**config.mk**
```make
export PLATFORM = sky130hd
export DESIGN_NAME = pc_unit
export DESIGN_NICKNAME = d
export VERILOG_FILES = /design/src/rtl/cpu_pkg.sv /design/src/rtl/ret_stack.sv /design/src/rtl/pc_unit.sv
export SDC_FILE = /design/constraint.sdc
export NUM_CORES = 1
export LEC_CHECK = 0
export CAP_MARGIN = 0
export CORE_MARGIN = 2
export CORE_UTILIZATION = 40
export CTS_CLUSTER_SIZE = 30
export DETAILED_ROUTE_END_ITERATION = 10
export PLACE_DENSITY = 0.61
export SYNTH_ARGS = -nofsm -noshare
export SYNTH_HDL_FRONTEND = slang
export SYNTH_SLANG_ARGS = --single-unit
```
**constraint.sdc**
```tcl
create_clock -name clk -period 2.5 [get_ports clk]
set_clock_uncertainty 0.05 [all_clocks]
set_input_delay 0.75 -clock clk [delete_from_list [all_inputs] [get_ports clk]]
set_output_delay 0.75 -clock clk [all_outputs]
set_load 0.05 [all_outputs]
```
**src/rtl/cpu_pkg.sv**
```systemverilog
// Shared CPU definitions for the program-counter slice.
//   PC_WIDTH        : program counter width in bits
//   RET_STACK_DEPTH : number of hardware return-stack entries
//   RESET_VECTOR    : PC value loaded by reset
//   pc_sel_t        : priority-select encoding for the PC next-value mux
package cpu_pkg;

  localparam int PC_WIDTH        = 16;
  localparam int RET_STACK_DEPTH = 4;
  localparam logic [PC_WIDTH-1:0] RESET_VECTOR = 16'h0000;

  typedef enum logic [1:0] {
    PC_SEL_HOLD = 2'd0,
    PC_SEL_INC  = 2'd1,
    PC_SEL_LOAD = 2'd2,
    PC_SEL_RET  = 2'd3
  } pc_sel_t;

endpackage

```
**src/rtl/ret_stack.sv**
```systemverilog
// LIFO return-address stack.
//   clk, rst_n : clock, synchronous active-low reset (clears the pointer only)
//   push, din  : write din on top of the stack (ignored when full)
//   pop        : discard the top entry (ignored when empty)
//   dout       : current top entry (meaningless while empty)
//   sp         : entry count, 0..DEPTH
//   empty/full : sp == 0 / sp == DEPTH
//   overflow   : push attempted while full (combinational pulse)
//   underflow  : pop attempted while empty (combinational pulse)
// DEPTH must be a power of two, >= 2. push and pop must not both be high.
module ret_stack #(
  parameter int DEPTH = 4,
  parameter int WIDTH = 16,
  localparam int SP_W = $clog2(DEPTH) + 1
) (
  input  logic             clk,
  input  logic             rst_n,
  input  logic             push,
  input  logic             pop,
  input  logic [WIDTH-1:0] din,
  output logic [WIDTH-1:0] dout,
  output logic [SP_W-1:0]  sp,
  output logic             empty,
  output logic             full,
  output logic             overflow,
  output logic             underflow
);

  localparam logic [SP_W-1:0] SP_ONE  = SP_W'(1);
  localparam logic [SP_W-1:0] SP_FULL = SP_W'(DEPTH);
  localparam logic [SP_W-2:0] IDX_ONE = (SP_W - 1)'(1);

  logic [WIDTH-1:0] mem [DEPTH];
  logic [SP_W-2:0]  wr_idx;
  logic [SP_W-2:0]  top_idx;

  assign empty     = (sp == '0);
  assign full      = (sp == SP_FULL);
  assign overflow  = push && full;
  assign underflow = pop && empty;

  // Low bits of sp address the next free slot; when full they wrap, but no
  // write happens then.
  assign wr_idx  = sp[SP_W-2:0];
  assign top_idx = wr_idx - IDX_ONE;
  assign dout    = mem[top_idx];

  always_ff @(posedge clk) begin
    if (!rst_n) begin
      sp <= '0;
    end else if (push && !full) begin
      sp <= sp + SP_ONE;
    end else if (pop && !empty) begin
      sp <= sp - SP_ONE;
    end
  end

  // NOTE: the entry storage has no reset; sp alone defines which entries are
  // valid, so clearing the array would only add reset fan-out.
  always_ff @(posedge clk) begin
    if (push && !full) begin
      mem[wr_idx] <= din;
    end
  end

endmodule

```
**src/rtl/pc_unit.sv**
```systemverilog
// Program-counter unit: PC register, return stack and databus byte driver.
//   clk, rst_n  : clock, synchronous active-low reset
//   inc         : advance PC by one
//   load, pcin  : jump taken (jump unit pcoe) and its target (jump unit pcout)
//   call        : marks a load as a subroutine call (push current PC)
//   ret         : pop the return stack into the PC
//   oe_lo/oe_hi : put PC low/high byte on dataout (oe_hi wins)
//   pc          : registered program counter
//   dataout     : selected PC byte, 8'h00 when no output enable
//   stack_empty/stack_full : return-stack occupancy flags
//   stack_err   : sticky overflow/underflow flag, cleared only by reset
// Next-PC priority: ret > load > inc > hold.
module pc_unit
  import cpu_pkg::*;
#(
  parameter int WIDTH       = PC_WIDTH,
  parameter int STACK_DEPTH = RET_STACK_DEPTH,
  parameter logic [WIDTH-1:0] RESET_VECTOR = cpu_pkg::RESET_VECTOR
) (
  input  logic             clk,
  input  logic             rst_n,
  input  logic             inc,
  input  logic             load,
  input  logic [WIDTH-1:0] pcin,
  input  logic             call,
  input  logic             ret,
  input  logic             oe_lo,
  input  logic             oe_hi,
  output logic [WIDTH-1:0] pc,
  output logic [7:0]       dataout,
  output logic             stack_empty,
  output logic             stack_full,
  output logic             stack_err
);

  localparam int SP_W = $clog2(STACK_DEPTH) + 1;
  localparam logic [WIDTH-1:0] PC_ONE = WIDTH'(1);

  pc_sel_t          pc_sel;
  logic [WIDTH-1:0] pc_next;
  logic [WIDTH-1:0] stack_top;
  logic [SP_W-1:0]  sp;
  logic             push;
  logic             overflow;
  logic             underflow;

  // A call only pushes when the jump is actually taken and no return
  // pre-empts it, so push and pop are mutually exclusive.
  assign push = load && call && !ret;

  ret_stack #(
    .DEPTH (STACK_DEPTH),
    .WIDTH (WIDTH)
  ) u_stack (
    .clk       (clk),
    .rst_n     (rst_n),
    .push      (push),
    .pop       (ret),
    .din       (pc),
    .dout      (stack_top),
    .sp        (sp),
    .empty     (stack_empty),
    .full      (stack_full),
    .overflow  (overflow),
    .underflow (underflow)
  );

  // NOTE: every always_comb output gets a default first so no path through
  // the block leaves it unassigned and infers a latch.
  always_comb begin
    pc_sel = PC_SEL_HOLD;
    if (ret) begin
      pc_sel = PC_SEL_RET;
    end else if (load) begin
      pc_sel = PC_SEL_LOAD;
    end else if (inc) begin
      pc_sel = PC_SEL_INC;
    end
  end

  always_comb begin
    pc_next = pc;
    unique case (pc_sel)
      PC_SEL_HOLD: pc_next = pc;
      PC_SEL_INC:  pc_next = pc + PC_ONE;
      PC_SEL_LOAD: pc_next = pcin;
      // Underflowing return leaves the PC where it is.
      PC_SEL_RET:  pc_next = stack_empty ? pc : stack_top;
      default:     pc_next = pc;
    endcase
  end

  // NOTE: state registers use non-blocking assignments so every flop samples
  // pre-edge values regardless of block ordering.
  always_ff @(posedge clk) begin
    if (!rst_n) begin
      pc        <= RESET_VECTOR;
      stack_err <= 1'b0;
    end else begin
      pc <= pc_next;
      if (overflow || underflow) begin
        stack_err <= 1'b1;
      end
    end
  end

  always_comb begin
    dataout = 8'h00;
    if (oe_hi) begin
      dataout = pc[15:8];
    end else if (oe_lo) begin
      dataout = pc[7:0];
    end
  end

endmodule

```
==> results of run 1 <==
[repair_timing]
action	CTS	global route
pin swaps	1	0
resized for setup	12	4
cloned	1	0
setup endpoints to repair	8	4
[area by class of cell]
type / count / area [um^2]
fillers: 830 / 4530
flip-flops and latches: 84 / 2320
multi-input cells: 202 / 1610
repair buffers: 83 / 890
well taps: 133 / 166
clock buffers: 11 / 151
clock inverters: 4 / 72.6
inverters: 8 / 30.0
[flip-flops by register name, indices dropped and copies added, names as in the netlist]
name / flops
u_stack.mem: 64
pc: 16
stack_err: 1
u_stack.sp: 3
[critical path, cell delays in order]
cell	delay, ps
dlygate4sd2_1	270
bufbuf_16	300
o21ai_4	190
buf_12	160
[per-layer routing]
metal	up-vias	track usage	wire length, um
met1	1485	0.261	4480
met2	88	0.296	4970
met5	-	0	0
met4	0	0.0782	150
met3	14	0.0288	525
li1	1386	-	-
[synthesized netlist by cell type (2+ instances only)]
library cell	count	area (um^2)
nand3_1	10	50.1
and2_1	3	18.8
xnor2_1	4	35.0
a211oi_1	6	45.0
a21oi_1	11	55.1
edfxtp_1	64	1920
ha_1	6	75.1
a21o_1	2	15.0
nand2b_1	2	12.5
buf_2	8	40.0
nand4_1	4	25.0
o221ai_1	2	17.5
dfxtp_1	20	400
nor3_1	5	25.0
and3b_1	2	17.5
mux4_2	5	113
mux2_2	2	22.5
o2111ai_1	3	26.3
clkbuf_1	6	22.5
nand2_1	30	113
and3_1	7	43.8
inv_1	8	30.0
o31a_1	2	17.5
clkbuf_2	3	15.0
a221oi_1	2	17.5
a31oi_1	3	18.8
and4_1	6	52.6
mux4_1	7	184
o22ai_1	4	25.0
o211ai_1	4	30.0
nor2_1	11	41.3
o21ai_0	23	115
mux2i_1	10	100
buf_4	2	15.0
a22oi_1	4	30.0
[power breakdown]
| part | internal (W) | leakage (nW) | switching (W) | total (W) |
|---|---|---|---|---|
| Sequential | 0.00178 | 0.756 | 0.000245 | 0.00203 |
| Combinational | 0.00107 | 1.02 | 0.00149 | 0.00257 |
| Clock | 0.000610 | 0.111 | 0.000480 | 0.00109 |
[metrics by stage]
step	TNS [ps]	util	area, um^2	power, W
after global placement	-1110	0.504	4930	0.00455
after floorplan	-64.9	-	4030	0.00366
final	0	0.536	5240	0.00568
after CTS	0	0.534	5220	0.00569
after detailed placement	-1270	0.504	4930	0.00458
after global routing	0	0.536	5240	0.00594
[cells in the final DEF (no fill, tap or decap), types with 4 or more instances in the layout]
master	Yosys	routed
nand2_1	30	29
edfxtp_1	64	64
o22ai_1	4	4
o21ai_0	23	15
nand4_1	4	4
clkbuf_8	0	11
a22oi_1	4	4
o21ai_2	0	5
clkdlybuf4s50_1	0	24
mux2i_1	10	10
a21oi_1	11	11
a211oi_1	6	6
xnor2_1	4	4
mux4_2	5	5
and4_1	6	6
buf_4	2	41
inv_1	8	8
nor2_1	11	11
nor3_1	5	5
dfxtp_1	20	19
nand3_1	10	10
o211ai_1	4	4
and3_1	7	7
mux4_1	7	7
ha_1	6	6
buf_12	0	14
[kinds of logic after synthesis]
logic type                 count (synthesis)  synth area share
AOI/OAI and AO/OA                         80             0.139
xor gates and xnor gates                   5            0.0109
adders and majority gates                  6            0.0186
buffers and inverters                     30            0.0379
DFF                                       84             0.577
muxes                                     24             0.104
and+or+nand+nor                           87             0.113
[how the worst min path moves through the flow]
stage	from	to	slack, ps	cells past startpoint
6_report	stack_err	stack_err	440	2
2_1_floorplan	u_stack.sp[1]	u_stack.sp[1]	520	2
3_5_place_dp	stack_err	stack_err	440	2
3_3_place_gp	stack_err	stack_err	410	2
4_1_cts	stack_err	stack_err	460	2
5_1_grt	stack_err	stack_err	480	2
==> run summary, run 1 <==
Max-Slew Margin vs Limit: 0.541
Antenna violations before repair: 0
GPL Wtd Cong: 0.833
Most common flop cell mapped by yosys: edfxtp_1
Largest net degree at the start of global routing: 24
H-tree levels: 3
FF-to-FF path depth: 9
Post-synthesis async set-or-reset flop share: 0
Final Setup Violations: 0
RSZ-0062 raised after global routing: no
Synth Register Bits: 84
Worst setup EP type: output port
DR WL/cell: 19.3 um
Global route total overflow: 0
Chip Height: 104 um
Hold WS: 444 ps
PwrDens: 1080 nW/um^2
Worst skew pair latency: 350 ps
Max cap viols: 0
Router iterations before antenna repair: 4
Critical Path AT: 1670 ps
Clock-pin slew on the worst setup and hold paths: 90 ps
Post-Syn Area per Cell: 12.7 um^2
Post-DP HPWL: 6870 um
Worst Setup Slack post-DPL: -152 ps
Final ANT Viol Nets: 0
Fraction of layout cells with a size suffix above 1: 0.240
Total GRT Usage: 0.189
Worst Setup SP: oe_hi
First-pass GRT wire length: 15,900 um
CTS Buffer Depth: 2
DRC violations left: 0
DR iter-0 viols: 158
Final setup margin: 31.5 ps
Reg-to-Reg Start: u_stack.sp[1]
CTS buffer count: 9
Via count: 2,973
Run status: completed
CTS sink cnt: 84
Leak pwr: 1.89 nW
Worst Tran Pin Value: 689 ps
Nets: 418
Syn nets: 346
Layout area overhead: 30.1%
Post-route clock period utilization: 0.987
Startpoint Class: input port
EDFF count, synth: 64
Fin cells: 525
Internal reg-to-reg setup slack: 370 ps
Mapped Cells: 316
Min Tclk post-route: 2470 ps
Hold-fix buffers, CTS: 0
Synth Warn #: 0
Wirelength, routed: 10,100 um
End of the critical path: dataout[3]
Dpl cells: 509
CP Class: in2out
Routed vias/inst: 5.66
Placeable Area: 9770 um^2
Die W: 104 um
F_max: 0.405 GHz
Worst hold-check path type: reg2reg
CTS tree: done
FP Rows: 36
Final hold vios: 0
Die area: 10,900 um^2
Netlist Area Pre-Place: 4030 um^2
Post-synth cell types: 60
Worst IR drop on VDD: 0.582 mV
Final slew viol count: 0
Req. time, crit path: 1700 ps
Top fanout value on the critical path: 8
Clk root buf: clkbuf_8
Vias in the first global route: 2,886
Initial Util: 0.412
IO Pins: 51
R2r endpoint: u_stack.sp[2]
Diode count: 0
IO Port Bufs: 50
Sequential area share after synthesis: 0.577
Post-CTS Setup Bufs: 0
Note: power is estimated with default switching activity, not from simulation.
==> run 2: changes to the inputs <==
--- a/config.mk
+++ b/config.mk
@@ -7,10 +7,11 @@
 export LEC_CHECK = 0
 export CAP_MARGIN = 0
 export CORE_MARGIN = 2
-export CORE_UTILIZATION = 40
+export CORE_UTILIZATION = 55
 export CTS_CLUSTER_SIZE = 30
 export DETAILED_ROUTE_END_ITERATION = 10
-export PLACE_DENSITY = 0.61
+export PLACE_DENSITY = 0.79
 export SYNTH_ARGS = -nofsm -noshare
 export SYNTH_HDL_FRONTEND = slang
+export SYNTH_HIERARCHICAL = 1
 export SYNTH_SLANG_ARGS = --single-unit
==> run 2 against run 1 <==
Core utilization rose by 19 points. Largest power group unchanged. Via count rose by 4.1%. Total power decreased by 11%. Critical path depth unchanged. Area after synthesis shrank 0.50%. Final cell count shrank 5.1%. Non-clock buffer count increased by 5. Largest cell class unchanged. Wire length grew 0.72%. Critical endpoint is now stack_empty. Sequential power decreased by 4%. Highest routed layer unchanged. Sequential share of layout area is 0.46 points higher. Global-route usage is 8.6 points higher. First-iteration DRC count increased to 2.5 times the previous value.
==> run summary, run 2 <==
H-tree levels: 3 (unchanged)
Slowest stage delay, CP: 380 ps (+80 ps)
Final hold vios: 0 (unchanged)
Fraction of layout cells with a size suffix above 1: 0.308 (+0.0685)
Layout area overhead: 29.4%
Final ANT Viol Nets: 0 (unchanged)
Final setup margin: 69.7 ps (+38.2 ps)
Worst skew pair latency: 360 ps (about the same)
Via count: 3,096 (+4.1%)
F_max: 0.411 GHz (+1.6%)
CP Class: reg2out
Nets: 424 (+1.4%)
Critical Path AT: 1630 ps (-40 ps)
Final Setup Violations: 0 (unchanged)
Req. time, crit path: 1700 ps (about the same)
Registers with the most flip-flops: u_stack/mem (64), pc (16), u_stack/sp (3)
Hold WS: 457 ps (+12.4 ps)
Top fanout value on the critical path: 9 (+1)
Startpoint Class: register
Min Tclk post-route: 2430 ps (-38.2 ps)
Busiest layer in global routing: met2
Global route total overflow: 0 (unchanged)
Router iterations before antenna repair: 5 (+1)
Hold-fix buffers, CTS: 0 (unchanged)
Largest net degree at the start of global routing: 28 (+17%)
Final slew viol count: 0 (unchanged)
Worst Tran Pin Value: 521 ps (-168 ps)
Clock-pin slew on the worst setup and hold paths: 90 ps (about the same)
Post-synth cell types: 62 (+3.3%)
Mapped Cells: 312 (-1.3%)
IO Port Bufs: 50 (unchanged)
IO Pins: 51 (unchanged)
Post-DP HPWL: 7000 um (+1.9%)
Met2 Use GR: 0.435 (+0.139)
Total chip power: 0.00506 W (-11%)
Reg-to-Reg Start: u_stack/sp[1]
Max cap viols: 0 (unchanged)
First-pass GRT wire length: 15,900 um (-0.22%)
Most frequent cells in the layout: 64 x edfxtp_1, 50 x buf_4, 33 x nand2_1, 23 x clkdlybuf4s50_1, 20 x dfxtp_1
Antenna violations before repair: 0 (unchanged)
Worst IR drop on VDD: 0.620 mV (+6.5%)
Synth Warn #: 6 (+6)
Max FFs per register: 64 (unchanged)
Cell chain of the critical path: inv_1, ha_4, and2b_4, buf_4
Total GRT Usage: 0.275 (+0.0859)
Die W: 89.3 um (-14%)
Routed vias/inst: 6.22 (+9.8%)
Fillers: 490 (-41%)
Chip Height: 89.3 um (-14%)
Post-route clock period utilization: 0.972 (-0.0153)
Met3 usage: 0.0554 (+0.0266)
Wirelength, routed: 10,200 um (+0.72%)
CTS buffer count: 9 (unchanged)
FF-to-FF path depth: 9 (unchanged)
Worst Setup Slack post-DPL: -375 ps (-223 ps)
Synth area leaders: edfxtp_1 48%, dfxtp_1 10%, mux4_2 9.0%
Placeable Area: 7140 um^2 (-27%)
DRC violations left: 0 (unchanged)
Min-Delay Path Depth: 2 (unchanged)
Final Util: 0.726 (+0.190)
Area share of the largest cell type after synthesis: 0.480 (+0.00239)
Worst hold-check path type: reg2reg
Vias in the first global route: 3,067 (+6.3%)
Diode count: 0 (unchanged)
Leak pwr: 1.88 nW (-0.34%)
Max-Slew Margin vs Limit: 0.652 (+0.111)
Largest area contributor in the netlist: edfxtp_1
Worst setup EP type: output port
RSZ-0062 raised after global routing: no
GPL Wtd Cong: 0.918 (+10%)
Critical-path top delay cell: dfxtp_1
Run status: completed
Biggest register: u_stack/mem
Commonest cells in the netlist: 64 x edfxtp_1, 34 x nand2_1, 22 x o21ai_0, 20 x dfxtp_1, 16 x mux4_2
Synth Register Bits: 84 (unchanged)
Post-CTS Setup Bufs: 0 (unchanged)
Post-synthesis async set-or-reset flop share: 0 (unchanged)
Sequential area share after synthesis: 0.580 (+0.00288)
Most common cell after layout, fill and taps aside: edfxtp_1
Worst Hold End: stack_err
Initial Util: 0.561 (+0.149)
Clk root buf: clkbuf_8
EDFF count, synth: 64 (unchanged)
Worst Hold Launch: stack_err
FP Rows: 31 (-14%)
DR WL/cell: 20.5 um (+6.2%)
Internal reg-to-reg setup slack: 140 ps (-230 ps)
Syn nets: 342 (-1.2%)
Netlist Area Pre-Place: 4010 um^2 (-0.50%)
PwrDens: 975 nW/um^2 (-10%)
R2r endpoint: u_stack/sp[2]
DR iter-0 viols: 400 (+150%)
Post-route setup TNS: 0 ps (unchanged)
Die area: 7980 um^2 (-27%)
Post-Syn Area per Cell: 12.8 um^2 (+0.78%)
Met1 usage: 0.375 (+0.114)
CTS Buffer Depth: 2 (unchanged)
CTS tree: done
Most common flop cell mapped by yosys: edfxtp_1
CTS sink cnt: 84 (unchanged)
Top-count cell post-synth: edfxtp_1
## run 2: cell types whose count changed after synthesis, moves of 4 or more
| cell | previous run | this run |
|---|---|---|
| nand2_1 | 30 | 34 |
| a21oi_1 | 11 | 15 |
| mux4_1 | 7 | 0 |
| mux2i_1 | 10 | 5 |
| and4_1 | 6 | 1 |
| mux4_2 | 5 | 16 |
| nand3_1 | 10 | 4 |
| or3_1 | 0 | 4 |
| nor2_1 | 11 | 7 |
| nor3_1 | 5 | 10 |
| nor4_1 | 1 | 5 |
## run 2: layout make-up
type	instances	area (um^2)	share of cell area
Clock buffer	9	124	0.0239
Multi-Input combinational cell	203	1660	0.320
Sequential cell	84	2320	0.448
Timing Repair Buffer	88	866	0.167
Inverter	8	30.0	0.00579
Tap cell	99	124	0.0239
Clock inverter	7	57.6	0.0111
## run 2: worst max path at each step
stage	from	to	slack (ps)	depth (start not counted)
6_report	u_stack/sp[1]	stack_empty	70	4
5_1_grt	u_stack/sp[1]	stack_full	10	5
4_1_cts	oe_hi	dataout[6]	-2	4
3_5_place_dp	load	u_stack/sp[2]	-370	9
3_3_place_gp	load	u_stack/sp[2]	-360	9
2_1_floorplan	ret	u_stack/sp[2]	-100	10
## run 2: routing by layer
layer / wire length, um / vias to the layer above / part of all wire
met5: 0 / - / 0
met4: 284 / 0 / 0.028
met3: 718 / 22 / 0.070
met2: 4940 / 132 / 0.48
met1: 4250 / 1543 / 0.42
li1: - / 1399 / -
## run 2: cells by family after synthesis
group | count (synthesis) | share of synthesized area
fa+ha+maj | 6 | 0.0187
simple gates | 103 | 0.146
xor+xnor | 2 | 0.00437
mux | 22 | 0.105
flops | 84 | 0.580
buf+inv | 25 | 0.0309
compound gates | 70 | 0.115
## run 2: stage by stage
stage	instance area (um^2)	cells
2_1_floorplan	4070	312
3_3_place_gp	4910	481
3_5_place_dp	4910	481
4_1_cts	5150	498
5_1_grt	5180	498
6_report	5180	498
## run 2: repair_timing
item | 4_1_cts | 5_1_grt
endpoints found under the setup margin | 11 | 13
gates resized for setup | 9 | 9
gates cloned | 1 | 0
## run 2: report_power, final
| group | switching, W | internal (W) |
|---|---|---|
| registers | 0.000212 | 0.00174 |
| logic | 0.00126 | 0.000937 |
| clock network | 0.000535 | 0.000375 |
| total | 0.00201 | 0.00305 |
## run 2: critical path: cells and delay by family (launching register included)
family	cells	cell delay (ps)
adder cells (fa/ha/maj)	1	220
flip-flops	1	380
AND/OR/NAND/NOR	1	250
buffers and inverters	2	430
==> run 3: changes to the inputs <==
--- a/config.mk
+++ b/config.mk
@@ -7,10 +7,10 @@
 export LEC_CHECK = 0
 export CAP_MARGIN = 0
 export CORE_MARGIN = 2
-export CORE_UTILIZATION = 55
+export CORE_UTILIZATION = 50
 export CTS_CLUSTER_SIZE = 30
 export DETAILED_ROUTE_END_ITERATION = 10
-export PLACE_DENSITY = 0.79
+export PLACE_DENSITY = 0.73
 export SYNTH_ARGS = -nofsm -noshare
 export SYNTH_HDL_FRONTEND = slang
 export SYNTH_HIERARCHICAL = 1
==> run 3 against run 2 <==
Sequential share of layout area down 0.37 points. Total power up 0.77%. Setup slack got worse by 46 ps. Die area rose by 9.6%. Hold slack worse by 7.0 ps. Count of clock-buffer cells in the layout up 1. Critical path depth unchanged. Sequential cell count unchanged. Final cell count rose by 0.40%. First-iteration DRC count shrank 23%. Combinational power shrank 3%. Critical endpoint is now dataout[2].
==> run summary, run 3 (same netlist as run 2, synthesis figures left out) <==
Registers with the most flip-flops: u_stack/mem (64), pc (16), u_stack/sp (3)
Die area: 8750 um^2 (+9.6%)
Final hold vios: 0 (unchanged)
Worst hold-check path type: reg2reg
Total chip power: 0.00510 W (+0.77%)
FP Rows: 32 (+3.2%)
Worst skew pair latency: 360 ps (about the same)
Most frequent cells in the layout: 64 x edfxtp_1, 51 x buf_4, 33 x nand2_1, 20 x clkdlybuf4s50_1, 19 x dfxtp_1
Top fanout value on the critical path: 8 (-1)
Initial Util: 0.518 (-0.0429)
Final ANT Viol Nets: 0 (unchanged)
Chip Height: 93.5 um (+4.7%)
RSZ-0062 raised after global routing: yes
Most common cell after layout, fill and taps aside: edfxtp_1
Final slew viol count: 0 (unchanged)
First-pass GRT wire length: 16,300 um (+2.8%)
Max-Slew Margin vs Limit: 0.674 (+0.0220)
Critical Path AT: 1680 ps (+50 ps)
Largest net degree at the start of global routing: 28 (unchanged)
Fraction of layout cells with a size suffix above 1: 0.314 (+0.00580)
Min Tclk post-route: 2480 ps (+46.2 ps)
Internal reg-to-reg setup slack: 230 ps (+90 ps)
Min-Delay Path Depth: 2 (unchanged)
Post-route clock period utilization: 0.991 (+0.0185)
Fillers: 551 (+12%)
Post-route setup TNS: 0 ps (unchanged)
DR WL/cell: 20.6 um (+0.67%)
Post-CTS Setup Bufs: 0 (unchanged)
Final Setup Violations: 0 (unchanged)
Max FFs per register: 64 (unchanged)
IO Pins: 51 (unchanged)
Footprint of the multi-input gates: 1690 um^2 (+2.0%)
PwrDens: 974 nW/um^2 (-0.12%)
Nets: 423 (-0.24%)
Worst setup EP type: output port
Biggest register: u_stack/mem
Antenna violations before repair: 0 (unchanged)
Wirelength, routed: 10,300 um (+1.1%)
Clock-pin slew on the worst setup and hold paths: 90 ps (about the same)
Worst IR drop on VDD: 0.684 mV (+10%)
Post-DP HPWL: 7000 um (about the same)
Global route total overflow: 0 (unchanged)
Worst Hold Launch: stack_err
CTS buffer count: 9 (unchanged)
R2r endpoint: u_stack/sp[2]
Worst Setup Slack post-DPL: -368 ps (+6.90 ps)
Fin cells: 500 (+0.40%)
Placeable Area: 7730 um^2 (+8.3%)
Total GRT Usage: 0.253 (-0.0213)
CTS Buffer Depth: 2 (unchanged)
Clk root buf: clkbuf_8
Layout area overhead: 30.5%
Die W: 93.5 um (+4.7%)
Via count: 3,026 (-2.3%)
Worst Tran Pin Value: 488 ps (-32.8 ps)
CP Class: in2out
GPL Wtd Cong: 0.897 (-2.3%)
DR iter-0 viols: 309 (-23%)
CTS tree: done
Routed vias/inst: 6.05 (-2.7%)
Leak pwr: 1.89 nW (+0.55%)
F_max: 0.404 GHz (-1.9%)
Diode count: 0 (unchanged)
Dpl cells: 483 (+0.42%)
FF/Latch Area: 2320 um^2 (about the same)
Max cap viols: 0 (unchanged)
CTS sink cnt: 84 (unchanged)
IO Port Bufs: 50 (unchanged)
Startpoint Class: input port
Run status: completed
Final setup margin: 23.5 ps (-46.2 ps)
Router iterations before antenna repair: 4 (-1)
H-tree levels: 3 (unchanged)
Worst Hold End: stack_err
Vias in the first global route: 3,011 (-1.8%)
Reg-to-Reg Start: u_stack/sp[1]
DRC violations left: 0 (unchanged)
Req. time, crit path: 1700 ps (about the same)
FF-to-FF path depth: 9 (unchanged)
[run 3: final cells by class]
| cell class | count | area share |
|---|---|---|
| Multi-Input combinational cell | 203 | 0.324 |
| Inverter | 8 | 0.00574 |
| Clock inverter | 6 | 0.0136 |
| Clock buffer | 10 | 0.0244 |
| Tap cell | 102 | 0.0244 |
| Sequential cell | 84 | 0.444 |
| Timing Repair Buffer | 87 | 0.164 |
[run 3: repair_timing]
| item | CTS | global route |
|---|---|---|
| gates cloned | 1 | 0 |
| pin swaps | 0 | 5 |
| hold endpoints to repair | 0 | 0 |
| hold buffers | 0 | 0 |
| gates resized for setup | 12 | 11 |
| endpoints found under the setup margin | 11 | 14 |
[run 3: report_power, final]
| group | internal (W) | switching, W | leakage [nW] |
|---|---|---|---|
| clock | 0.000471 | 0.000508 | 0.0935 |
| combinational | 0.000910 | 0.00122 | 1.04 |
| sequential | 0.00174 | 0.000244 | 0.755 |
| total | 0.00312 | 0.00198 | 1.89 |
[run 3: worst max-delay path, cell delays in order]
cell	delay, ps
dlygate4sd2_1	280
bufbuf_16	310
o21ai_4	170
buf_12	160
[run 3: metrics by stage]
step | cell area (um^2) | util | hold slack [ps]
detailed placement | 4900 | 0.635 | 416
floorplan | 4070 | - | 473
finish | 5230 | 0.677 | 450
global route | 5230 | 0.677 | 496
global placement | 4900 | 0.635 | 410
CTS | 5180 | 0.670 | 437
[run 3: worst max-delay path by stage]
stage          start       endpoint  slack [ps]  cells past startpoint
3_3_place_gp    load  u_stack/sp[2]        -350                      9
4_1_cts         load  u_stack/sp[2]           7                      9
2_1_floorplan    ret  u_stack/sp[2]        -100                     10
3_5_place_dp    load  u_stack/sp[2]        -370                      9
5_1_grt        oe_hi     dataout[3]        -0.9                      4
6_report       oe_hi     dataout[2]          20                      4
[run 3: routing by layer]
layer  part of all wire  GRT usage  vias to the layer above
met5                  0          0                        -
met4              0.032      0.113                        0
met3              0.069     0.0540                       28
met2               0.48      0.405                      128
met1               0.42      0.334                     1481
li1                   -          -                     1389
